--- src/rtl/mips_pkg.sv ---
// Shared constants and types for the 16-bit MIPS pipeline: NOP encoding,
// reset/interrupt vectors, fetch state encoding and the IF/ID payload.
package mips_pkg;

  localparam int unsigned ADDR_W  = 16;
  localparam int unsigned INSTR_W = 32;

  localparam logic [ADDR_W-1:0]  RESET_VEC = 16'h0000;
  localparam logic [ADDR_W-1:0]  INT_VEC   = 16'h00F0;
  localparam logic [INSTR_W-1:0] NOP       = 32'h0000_0000;

  typedef enum logic {
    RUN    = 1'b0,
    IN_ISR = 1'b1
  } fetch_state_e;

  // IF/ID pipeline register contents; bubble marks an injected NOP
  typedef struct packed {
    logic [INSTR_W-1:0] ins;
    logic [ADDR_W-1:0]  addr;
    logic               bubble;
  } ifid_t;

endpackage

--- src/rtl/int_sync_edge.sv ---
// Two-flop synchronizer for an asynchronous input followed by a
// rising-edge detector; edge_c is high for one cycle per synchronized rise.
module int_sync_edge (
  input  logic clk,
  input  logic rst_n,
  input  logic async_i,
  output logic edge_c
);

  logic [1:0] sync_q;
  logic       prev_q;

  always_ff @(posedge clk or negedge rst_n) begin
    if (!rst_n) begin
      sync_q <= 2'b00;
      prev_q <= 1'b0;
    end else begin
      sync_q <= {sync_q[0], async_i};
      prev_q <= sync_q[1];
    end
  end

  assign edge_c = sync_q[1] & ~prev_q;

endmodule

--- src/rtl/if_fetch_stage.sv ---
// Instruction-fetch stage: owns PC/EPC, drives program memory, fills the
// IF/ID register and handles stall, branch redirect and interrupt entry/return.
module if_fetch_stage
  import mips_pkg::*;
(
  input  logic        clk,
  input  logic        reset,
  input  logic        stall,
  input  logic        branch_taken,
  input  logic [15:0] branch_target,
  input  logic        reti,
  input  logic        interrupt,
  input  logic [31:0] pm_data,
  output logic [15:0] pm_addr,
  output logic [31:0] ins,
  output logic [15:0] Current_Address,
  output logic        stall_pm,
  output logic        int_ack
);

  fetch_state_e      state_q, state_d;
  logic [ADDR_W-1:0] pc_q, pc_d;
  logic [ADDR_W-1:0] epc_q, epc_d;
  logic              pending_q, pending_d;
  logic              int_ack_q, int_ack_d;
  ifid_t             ifid_q, ifid_d;
  logic              irq_edge_c;
  logic              pending_c;

  int_sync_edge u_int_sync (
    .clk     (clk),
    .rst_n   (reset),
    .async_i (interrupt),
    .edge_c  (irq_edge_c)
  );

  always_ff @(posedge clk or negedge reset) begin
    if (!reset) begin
      state_q   <= RUN;
      pc_q      <= RESET_VEC;
      epc_q     <= '0;
      pending_q <= 1'b0;
      int_ack_q <= 1'b0;
      ifid_q    <= '{ins: NOP, addr: '0, bubble: 1'b1};
    end else begin
      state_q   <= state_d;
      pc_q      <= pc_d;
      epc_q     <= epc_d;
      pending_q <= pending_d;
      int_ack_q <= int_ack_d;
      ifid_q    <= ifid_d;
    end
  end

  // A fresh edge counts as pending this cycle so entry can happen immediately
  assign pending_c = pending_q | irq_edge_c;

  always_comb begin
    state_d   = state_q;
    pc_d      = pc_q;
    epc_d     = epc_q;
    pending_d = pending_c;
    int_ack_d = 1'b0;
    ifid_d    = ifid_q;

    if (branch_taken) begin
      pc_d          = branch_target;
      ifid_d.ins    = NOP;
      ifid_d.bubble = 1'b1;
    end else if (reti && (state_q == IN_ISR)) begin
      pc_d          = epc_q;
      ifid_d.ins    = NOP;
      ifid_d.bubble = 1'b1;
      state_d       = RUN;
    end else if (pending_c && (state_q == RUN) && !stall) begin
      epc_d         = pc_q;
      pc_d          = INT_VEC;
      ifid_d.ins    = NOP;
      ifid_d.bubble = 1'b1;
      int_ack_d     = 1'b1;
      pending_d     = 1'b0;
      state_d       = IN_ISR;
    end else if (!stall) begin
      ifid_d.ins    = pm_data;
      ifid_d.addr   = pc_q;
      ifid_d.bubble = 1'b0;
      pc_d          = pc_q + ADDR_W'(1);
    end
  end

  assign pm_addr         = pc_q;
  assign ins             = ifid_q.ins;
  assign Current_Address = ifid_q.addr;
  assign stall_pm        = ifid_q.bubble;
  assign int_ack         = int_ack_q;

endmodule

--- config.mk ---
export PLATFORM = sky130hd
export DESIGN_NAME = if_fetch_stage
export DESIGN_NICKNAME = d
export VERILOG_FILES = /design/src/rtl/mips_pkg.sv /design/src/rtl/int_sync_edge.sv /design/src/rtl/if_fetch_stage.sv
export SDC_FILE = /design/constraint.sdc
export NUM_CORES = 1
export LEC_CHECK = 0
export BUFFER_PORTS_ARGS = -buffer_cell sky130_fd_sc_hd__buf_4
export CORE_MARGIN = 4
export CORE_UTILIZATION = 40
export CTS_BUF_LIST = sky130_fd_sc_hd__clkbuf_4 sky130_fd_sc_hd__clkbuf_8
export DETAILED_ROUTE_END_ITERATION = 8
export GPL_TIMING_DRIVEN = 0
export PLACE_DENSITY = 0.68
export SLEW_MARGIN = 0
export SYNTH_ARGS = -nofsm -noshare
export SYNTH_HDL_FRONTEND = slang
export SYNTH_HIERARCHICAL = 1
export SYNTH_SLANG_ARGS = --single-unit
--- constraint.sdc ---
create_clock -name clk -period 1.85 [get_ports clk]
set_input_delay 0.0925 -clock clk [delete_from_list [all_inputs] [get_ports clk]]
set_output_delay 0.0925 -clock clk [all_outputs]
set_load 0.02 [all_outputs]
==> results of run 1 <==
-- area by class of cell --
class	count	area, sq um
clock buffers	10	138
multi-input cells	199	1620
repair buffers	171	1390
inverters	4	15.0
fillers	748	3510
clock inverters	6	67.6
plain buffers	24	153
flip-flops and latches	87	2180
well taps	129	161
-- cells in the final DEF (no fill, tap or decap), drive strengths merged, types with 4 or more instances in the layout --
master,netlist,routed
buf,14,146
dfrtp,86,86
dlygate4sd3,0,39
a22o,32,32
mux2,32,32
clkbuf,11,20
nand2,15,15
o21ai,13,13
a21oi,13,13
nor2,11,11
and3,7,7
nand3,7,7
nor3,6,6
inv,4,5
a211oi,5,5
nand4,4,4
a221o,4,4
a311oi,4,4
or3,4,4
nor4,4,4
-- cells by family (layout without fill, tap and decap cells) --
| group | after synthesis | after routing | synth area share |
|---|---|---|---|
| flip-flops | 87 | 87 | 0.571 |
| buffers and inverters | 29 | 215 | 0.0354 |
| adder cells (fa/ha/maj) | 1 | 1 | 0.00328 |
| AND/OR/NAND/NOR | 65 | 65 | 0.0919 |
| XOR/XNOR | 4 | 4 | 0.00919 |
| multiplexers | 34 | 34 | 0.0998 |
| AO/OA/AOI/OAI | 95 | 95 | 0.189 |
-- worst max-delay path, delay by kind of cell (launching register included) --
family,cells,cell delay (ns)
AO/OA/AOI/OAI,1,0.23
buffers and inverters,2,0.31
flip-flops,1,0.38
multiplexers,1,0.30
AND/OR/NAND/NOR,2,0.47
-- synthesized netlist by cell type (all sizes together) (3+ instances only) --
cell type,n
nor4,4
clkbuf,11
a221o,4
a311oi,4
mux2,32
nand2,15
and3,7
nor3,6
inv,4
a21o,3
a21oi,13
or3,4
o21ai,13
a22o,32
o32ai,3
buf,14
a211oi,5
nor2,11
dfrtp,86
nand4,4
nand3,7
xor2,3
-- registers in the layout, indices dropped and copies added (netlist names), 2 cells and up --
name and count:
pm_addr 16, epc_q 16, Current_Address 16, ins 32
u_int_sync/sync_q 2
-- routing by layer --
| metal | global-route usage | share of wire | vias up |
|---|---|---|---|
| li1 | - | - | 1552 |
| met1 | 0.275 | 0.42 | 1715 |
| met2 | 0.341 | 0.50 | 108 |
| met3 | 0.0312 | 0.047 | 33 |
| met4 | 0.110 | 0.033 | 0 |
| met5 | 0 | 0 | - |
-- worst max-delay path by stage --
stage | cells after the start | end | startpoint | slack [ns]
after floorplan | 5 | Current_Address[0]$_DFFE_PN0P_ | u_int_sync/sync_q[1]$_DFF_PN0_ | 0.02
final | 6 | Current_Address[11]$_DFFE_PN0P_ | u_int_sync/sync_q[1]$_DFF_PN0_ | 0.03
after detailed placement | 5 | Current_Address[7]$_DFFE_PN0P_ | u_int_sync/sync_q[1]$_DFF_PN0_ | -0.37
after global routing | 6 | pm_addr[13]$_DFFE_PN0P_ | pm_addr[7]$_DFFE_PN0P_ | -0.03
after CTS | 6 | Current_Address[4]$_DFFE_PN0P_ | u_int_sync/sync_q[1]$_DFF_PN0_ | -0.07
after global placement | 5 | Current_Address[0]$_DFFE_PN0P_ | u_int_sync/sync_q[1]$_DFF_PN0_ | -0.36
-- repair_timing --
action	CTS	global route
hold buffers	39	0
pin swaps	3	4
buffers inserted	8	5
setup endpoints to repair	62	74
gates cloned	1	0
resized for setup	27	23
endpoints found under the hold margin	113	0
-- stage by stage --
step / hold slack (ns) / setup slack [ns] / area (sq um) / utilization / setup TNS (ns)
final: 0.0594 / 0.0330 / 5730 / 0.620 / 0
after floorplan: -0.203 / 0.0189 / 3810 / - / 0
after global placement: 0.203 / -0.362 / 4860 / 0.526 / -11.13
after CTS: 0.0486 / -0.0675 / 5620 / 0.608 / -0.679
after detailed placement: 0.208 / -0.373 / 4860 / 0.526 / -11.71
after global routing: 0.0616 / -0.0254 / 5730 / 0.620 / -0.139
-- power by group through the flow --
stage | sequential (mW) | combinational (mW) | clock, mW
after floorplan | 3.22 | 1.12 | 0
final | 2.88 | 2.88 | 1.38
after global placement | 2.85 | 2.49 | 0
after detailed placement | 2.87 | 2.54 | 0
after CTS | 2.85 | 2.81 | 1.40
after global routing | 2.96 | 3.08 | 1.48
==> results.json, run 1 <==
{
  "grt_first_pass_wirelength_mm": 18.6,
  "syn_area_sq_um": 3810,
  "grtUsageTotal": 0.211,
  "die_h_microns": 106,
  "powerDensity_nw_per_um2": 1250,
  "io_pins": 120,
  "hp-class": "primary input to flop",
  "path_clk_slew_ns": 0.09,
  "fmax_mhz": 550,
  "gp_congestion": 0.972,
  "hpwl_mm": 7.54,
  "row_count": 35,
  "relSlewSlack": 0.281,
  "hp-start": "branch_target[15]",
  "synth_top_area_frac": 0.564,
  "io_buffers": 118,
  "ant_nets": 0,
  "start_kind": "flop",
  "vias_per_cell": 5.41,
  "drt_wl_total_mm": 11.6,
  "clkSinkCount": 87,
  "cts_buffers": 9,
  "final_hold_viol_count": 0,
  "coreArea_sq_um": 9240,
  "htreeDepth": 3,
  "whs_path_depth": 4,
  "path_cells": "nor2b_4, or3_4, a211oi_4, buf_6, buf_12, mux2_4",
  "postSynthCellCount": 315,
  "skew_ns": 0.0112,
  "p_switching_mw": 2.59,
  "synth.distinct_cells": 51,
  "antenna_found_initial": 0,
  "finalNetCount": 551,
  "die_area_sq_um": 11200,
  "start_util": 0.413,
  "cpPeakStageDelay_ns": 0.38,
  "crit_fanout": 9,
  "synth-edff-count": 0,
  "tightestPinTransition_ns": 1.08,
  "reg2reg_slack_ns": 0.03,
  "synth_top_flop_cell": "dfrtp_1",
  "drive_above_1_share": 0.429,
  "synth.area.top_cells": "dfrtp_1 56%, mux2_2 8.6%, a22o_1 7.4%",
  "async_flop_share": 1.00,
  "p_clk_frac": 0.193,
  "reg2reg_to": "Current_Address[11]$_DFFE_PN0P_",
  "holdPathEnd": "pm_addr[15]$_DFFE_PN0P_",
  "detail_route.wl_per_cell_microns": 18.5,
  "ys_seq_area_frac": 0.571,
  "ys_warn_count": 6,
  "p_seq_frac": 0.404,
  "areaGrowthSynthToFinish_pct": 50.2,
  "clock_latency_ns": 0.35,
  "crit_path_end_kind": "flop",
  "cp.arrival_ns": 2.05,
  "drv_slew": 0,
  "yosys.area.top_type": "dfrtp_1",
  "vdd_ir_drop_max_uv": 609,
  "p_int_mw": 4.55,
  "avgSynthCellArea_sq_um": 12.1,
  "pwr-share-comb": 0.403,
  "cap_violations": 0,
  "cts_root_buffer": "clkbuf_8",
  "firstDrtPassIters": 4,
  "drt_iter0_markers": 210,
  "slowest_stage": "dfrtp_1",
  "antenna_cells": 0,
  "post-route-period-util": 0.982,
  "p_leak_nw": 2.71,
  "critPathKind": "flop to flop",
  "setup_violations": 0,
  "fin_crit_ns": 1.82,
  "power_mw": 7.14,
  "grt-ovfl-total": 0,
  "final_cells": 630,
  "grt_max_degree": 88,
  "drc": 0,
  "via_count": 3408,
  "post-place-cells": 562,
  "cts_max_path_buffers": 2,
  "synth-seq-cells": 87,
  "cts_tree": "built",
  "outcome": "finished clean",
  "switching_share": 0.363,
  "critPathRequiredTime_ns": 2.09,
  "rr_worst_depth": 6,
  "die_x_microns": 106,
  "synth_fp_nets": 370,
  "grt_pass1_vias": 3621,
  "r2r-start": "u_int_sync/sync_q[1]$_DFF_PN0_",
  "rsz0062_at_grt": "true"
}
Power figures use the tool's default switching activity.
==> run 2, diff against run 1 <==
--- a/config.mk
+++ b/config.mk
@@ -8,12 +8,10 @@
 export BUFFER_PORTS_ARGS = -buffer_cell sky130_fd_sc_hd__buf_4
 export CORE_MARGIN = 4
 export CORE_UTILIZATION = 40
-export CTS_BUF_LIST = sky130_fd_sc_hd__clkbuf_4 sky130_fd_sc_hd__clkbuf_8
 export DETAILED_ROUTE_END_ITERATION = 8
 export GPL_TIMING_DRIVEN = 0
-export PLACE_DENSITY = 0.68
+export PLACE_DENSITY = 0.67
 export SLEW_MARGIN = 0
 export SYNTH_ARGS = -nofsm -noshare
 export SYNTH_HDL_FRONTEND = slang
-export SYNTH_HIERARCHICAL = 1
 export SYNTH_SLANG_ARGS = --single-unit
==> run 2 against run 1 <==
Effect of this change:
- the flow now finishes with violations (setup timing)
- combinational power down 11%
- final area down 2.3%
- first-iteration DRC count decreased by 17%
- via count decreased by 0.59%
- clock power down 3%
- hold slack worse by 0.032 ns
- critical path depth up 1
- worst setup slack got worse by 0.036 ns
- sequential cell count is the same
- non-clock buffer count fell by 11
- total power is 5.5% lower
- largest cell class unchanged
- largest power group unchanged
==> results.json, run 2 <==
{
  "coreArea_sq_um": 9330,
  "fin_util": 0.600,
  "crit_path_end_kind": "flop",
  "tightestPinTransition_ns": 1.10,
  "r2r-start": "state_q$_DFFE_PN0P_",
  "largest_reg_flops": 32,
  "vias_per_cell": 5.42,
  "final_hold_viol_count": 0,
  "postSynthCellCount": 322,
  "holdPathEnd": "pm_addr[0]$_DFFE_PN0P_",
  "io_pins": 120,
  "vdd_ir_drop_max_uv": 511,
  "hp-start": "branch_target[0]",
  "skew_ns": 0.0106,
  "final_cells": 625,
  "die_x_microns": 107,
  "cap_violations": 0,
  "detail_route.wl_per_cell_microns": 18.4,
  "cts_buffers": 9,
  "synth_top_flop_cell": "dfrtp_1",
  "io_buffers": 116,
  "p_leak_nw": 2.64,
  "synth.distinct_cells": 51,
  "crit_fanout": 7,
  "grt-ovfl-total": 0,
  "synth_top_area_frac": 0.554,
  "clock_latency_ns": 0.35,
  "ys_seq_area_frac": 0.561,
  "powerDensity_nw_per_um2": 1210,
  "areaGrowthSynthToFinish_pct": 44.2,
  "synth_commonest_cells": "86 x dfrtp_1, 32 x a22o_1, 22 x mux2_2",
  "startpoint": "state_q$_DFFE_PN0P_",
  "grt_pass1_vias": 3568,
  "path_clk_slew_ns": 0.10,
  "whs_ns": 0.0271,
  "async_flop_share": 1.00,
  "synth.area.top_cells": "dfrtp_1 55%, a22o_1 7.2%, mux2_2 6.4%",
  "finish.instance_area_sq_um": 5600,
  "yosys.area.top_type": "dfrtp_1",
  "post-place-cells": 567,
  "clkSinkCount": 87,
  "drv_slew": 0,
  "grtUsageTotal": 0.209,
  "die_area_sq_um": 11300,
  "outcome": "complete, but fails checks",
  "syn_area_sq_um": 3880,
  "grt_max_degree": 88,
  "synth-edff-count": 0,
  "synth-seq-cells": 87,
  "postLayoutSetupSlackWorst_ns": -0.00330,
  "drt_iter0_markers": 174,
  "firstDrtPassIters": 4,
  "gp_congestion": 0.863,
  "via_count": 3388,
  "critPathKind": "flop to flop",
  "ant_nets": 0,
  "htreeDepth": 3,
  "rr_worst_depth": 7,
  "hpwl_mm": 7.52,
  "drc": 0,
  "setup_violations": 1,
  "yosys.cell_count.top_type": "dfrtp_1",
  "violations": "setup timing",
  "ys_warn_count": 0,
  "fin_crit_ns": 1.85,
  "antenna_cells": 0,
  "cpPeakStageDelay_ns": 0.42,
  "slowest_stage": "dfrtp_1",
  "die_h_microns": 107,
  "cts_root_buffer": "clkbuf_8",
  "path_cells": "buf_6, buf_4, and2_1, clkbuf_1, a211oi_1, a21oi_1, o221a_2",
  "avgSynthCellArea_sq_um": 12.1,
  "relSlewSlack": 0.264,
  "antenna_found_initial": 0,
  "cts_max_path_buffers": 2,
  "start_util": 0.416,
  "grt_first_pass_wirelength_mm": 18.6,
  "drt_wl_total_mm": 11.5,
  "dpl_cell_area_sq_um": 4910,
  "critPathRequiredTime_ns": 2.09,
  "hp-class": "primary input to flop",
  "fmax_mhz": 540,
  "drive_above_1_share": 0.423,
  "whs_path_depth": 3,
  "post-route-period-util": 1.00,
  "finalNetCount": 546,
  "reg2reg_to": "pm_addr[10]$_DFFE_PN0P_",
  "row_count": 35,
  "most-common-layout-cells": "126 x buf_4, 84 x dfrtp_1, 35 x dlygate4sd3_1, 32 x a22o_1, 22 x mux2_2",
  "cp.arrival_ns": 2.09,
  "reg2reg_slack_ns": -0.003,
  "layout_commonest_cell": "buf_4",
  "synth_fp_nets": 377,
  "start_kind": "flop",
  "cts_tree": "built"
}
run 2: power by group:
group	internal [mW]	total, mW	switching, mW
sequential	2.44	2.86	0.418
clock	0.633	1.34	0.706
combinational	1.26	2.55	1.29
run 2: layer usage:
metal,GRT usage,vias to the layer above,wire (microns)
met5,0,-,0
met4,0.0758,0,252
met3,0.0680,20,1080
met2,0.329,164,5350
met1,0.272,1652,4830
li1,-,1552,-
run 2: worst max path at each step:
stage,end,cells past startpoint
floorplan,pm_addr[14]$_DFFE_PN0P_,5
global placement,pm_addr[14]$_DFFE_PN0P_,7
detailed placement,pm_addr[14]$_DFFE_PN0P_,7
CTS,epc_q[14]$_DFFE_PN0P_,5
global route,pm_addr[12]$_DFFE_PN0P_,5
finish,pm_addr[10]$_DFFE_PN0P_,7
run 2: timing repair:
item,in CTS,in global routing
hold buffers,35,0
setup endpoints to repair,31,66
pin swaps,1,3
hold endpoints to repair,98,0
buffers inserted,4,4
gates resized for setup,11,18
run 2: layout make-up:
class | instances | area, sq um
inverters | 12 | 45.0
well taps | 129 | 161
repair buffers | 159 | 1280
plain buffers | 25 | 154
clock inverters | 6 | 67.6
fillers | 781 | 3730
clock buffers | 10 | 128
multi-input cells | 197 | 1580
flip-flops and latches | 87 | 2180
run 2: logic make-up (layout without fill, tap and decap cells):
group | after synthesis | after routing | synth area share
and+or+nand+nor | 62 | 62 | 0.0867
buffers and inverters | 38 | 212 | 0.0474
xor gates and xnor gates | 2 | 2 | 0.00451
adders and majority gates | 1 | 1 | 0.00322
AOI/OAI and AO/OA | 99 | 99 | 0.194
DFF | 87 | 87 | 0.561
muxes | 33 | 33 | 0.103
run 2: worst max-delay path: cells and delay by family, from the launching register on:
| family | cells | cell delay [ns] |
|---|---|---|
| AO/OA/AOI/OAI | 3 | 0.70 |
| buffers and inverters | 3 | 0.49 |
| flip-flops | 1 | 0.42 |
| AND/OR/NAND/NOR | 1 | 0.12 |
run 2: per-stage QoR:
| step | TNS (ns) | worst slack [ns] | total power, mW |
|---|---|---|---|
| 3_3_place_gp | -0.854 | -0.136 | 5.23 |
| 2_1_floorplan | 0 | 0.106 | 4.26 |
| 5_1_grt | -0.00201 | -0.00201 | 7.12 |
| 6_report | -0.00330 | -0.00330 | 6.74 |
| 3_5_place_dp | -1.79 | -0.178 | 5.30 |
| 4_1_cts | 0 | 0.00450 | 6.76 |
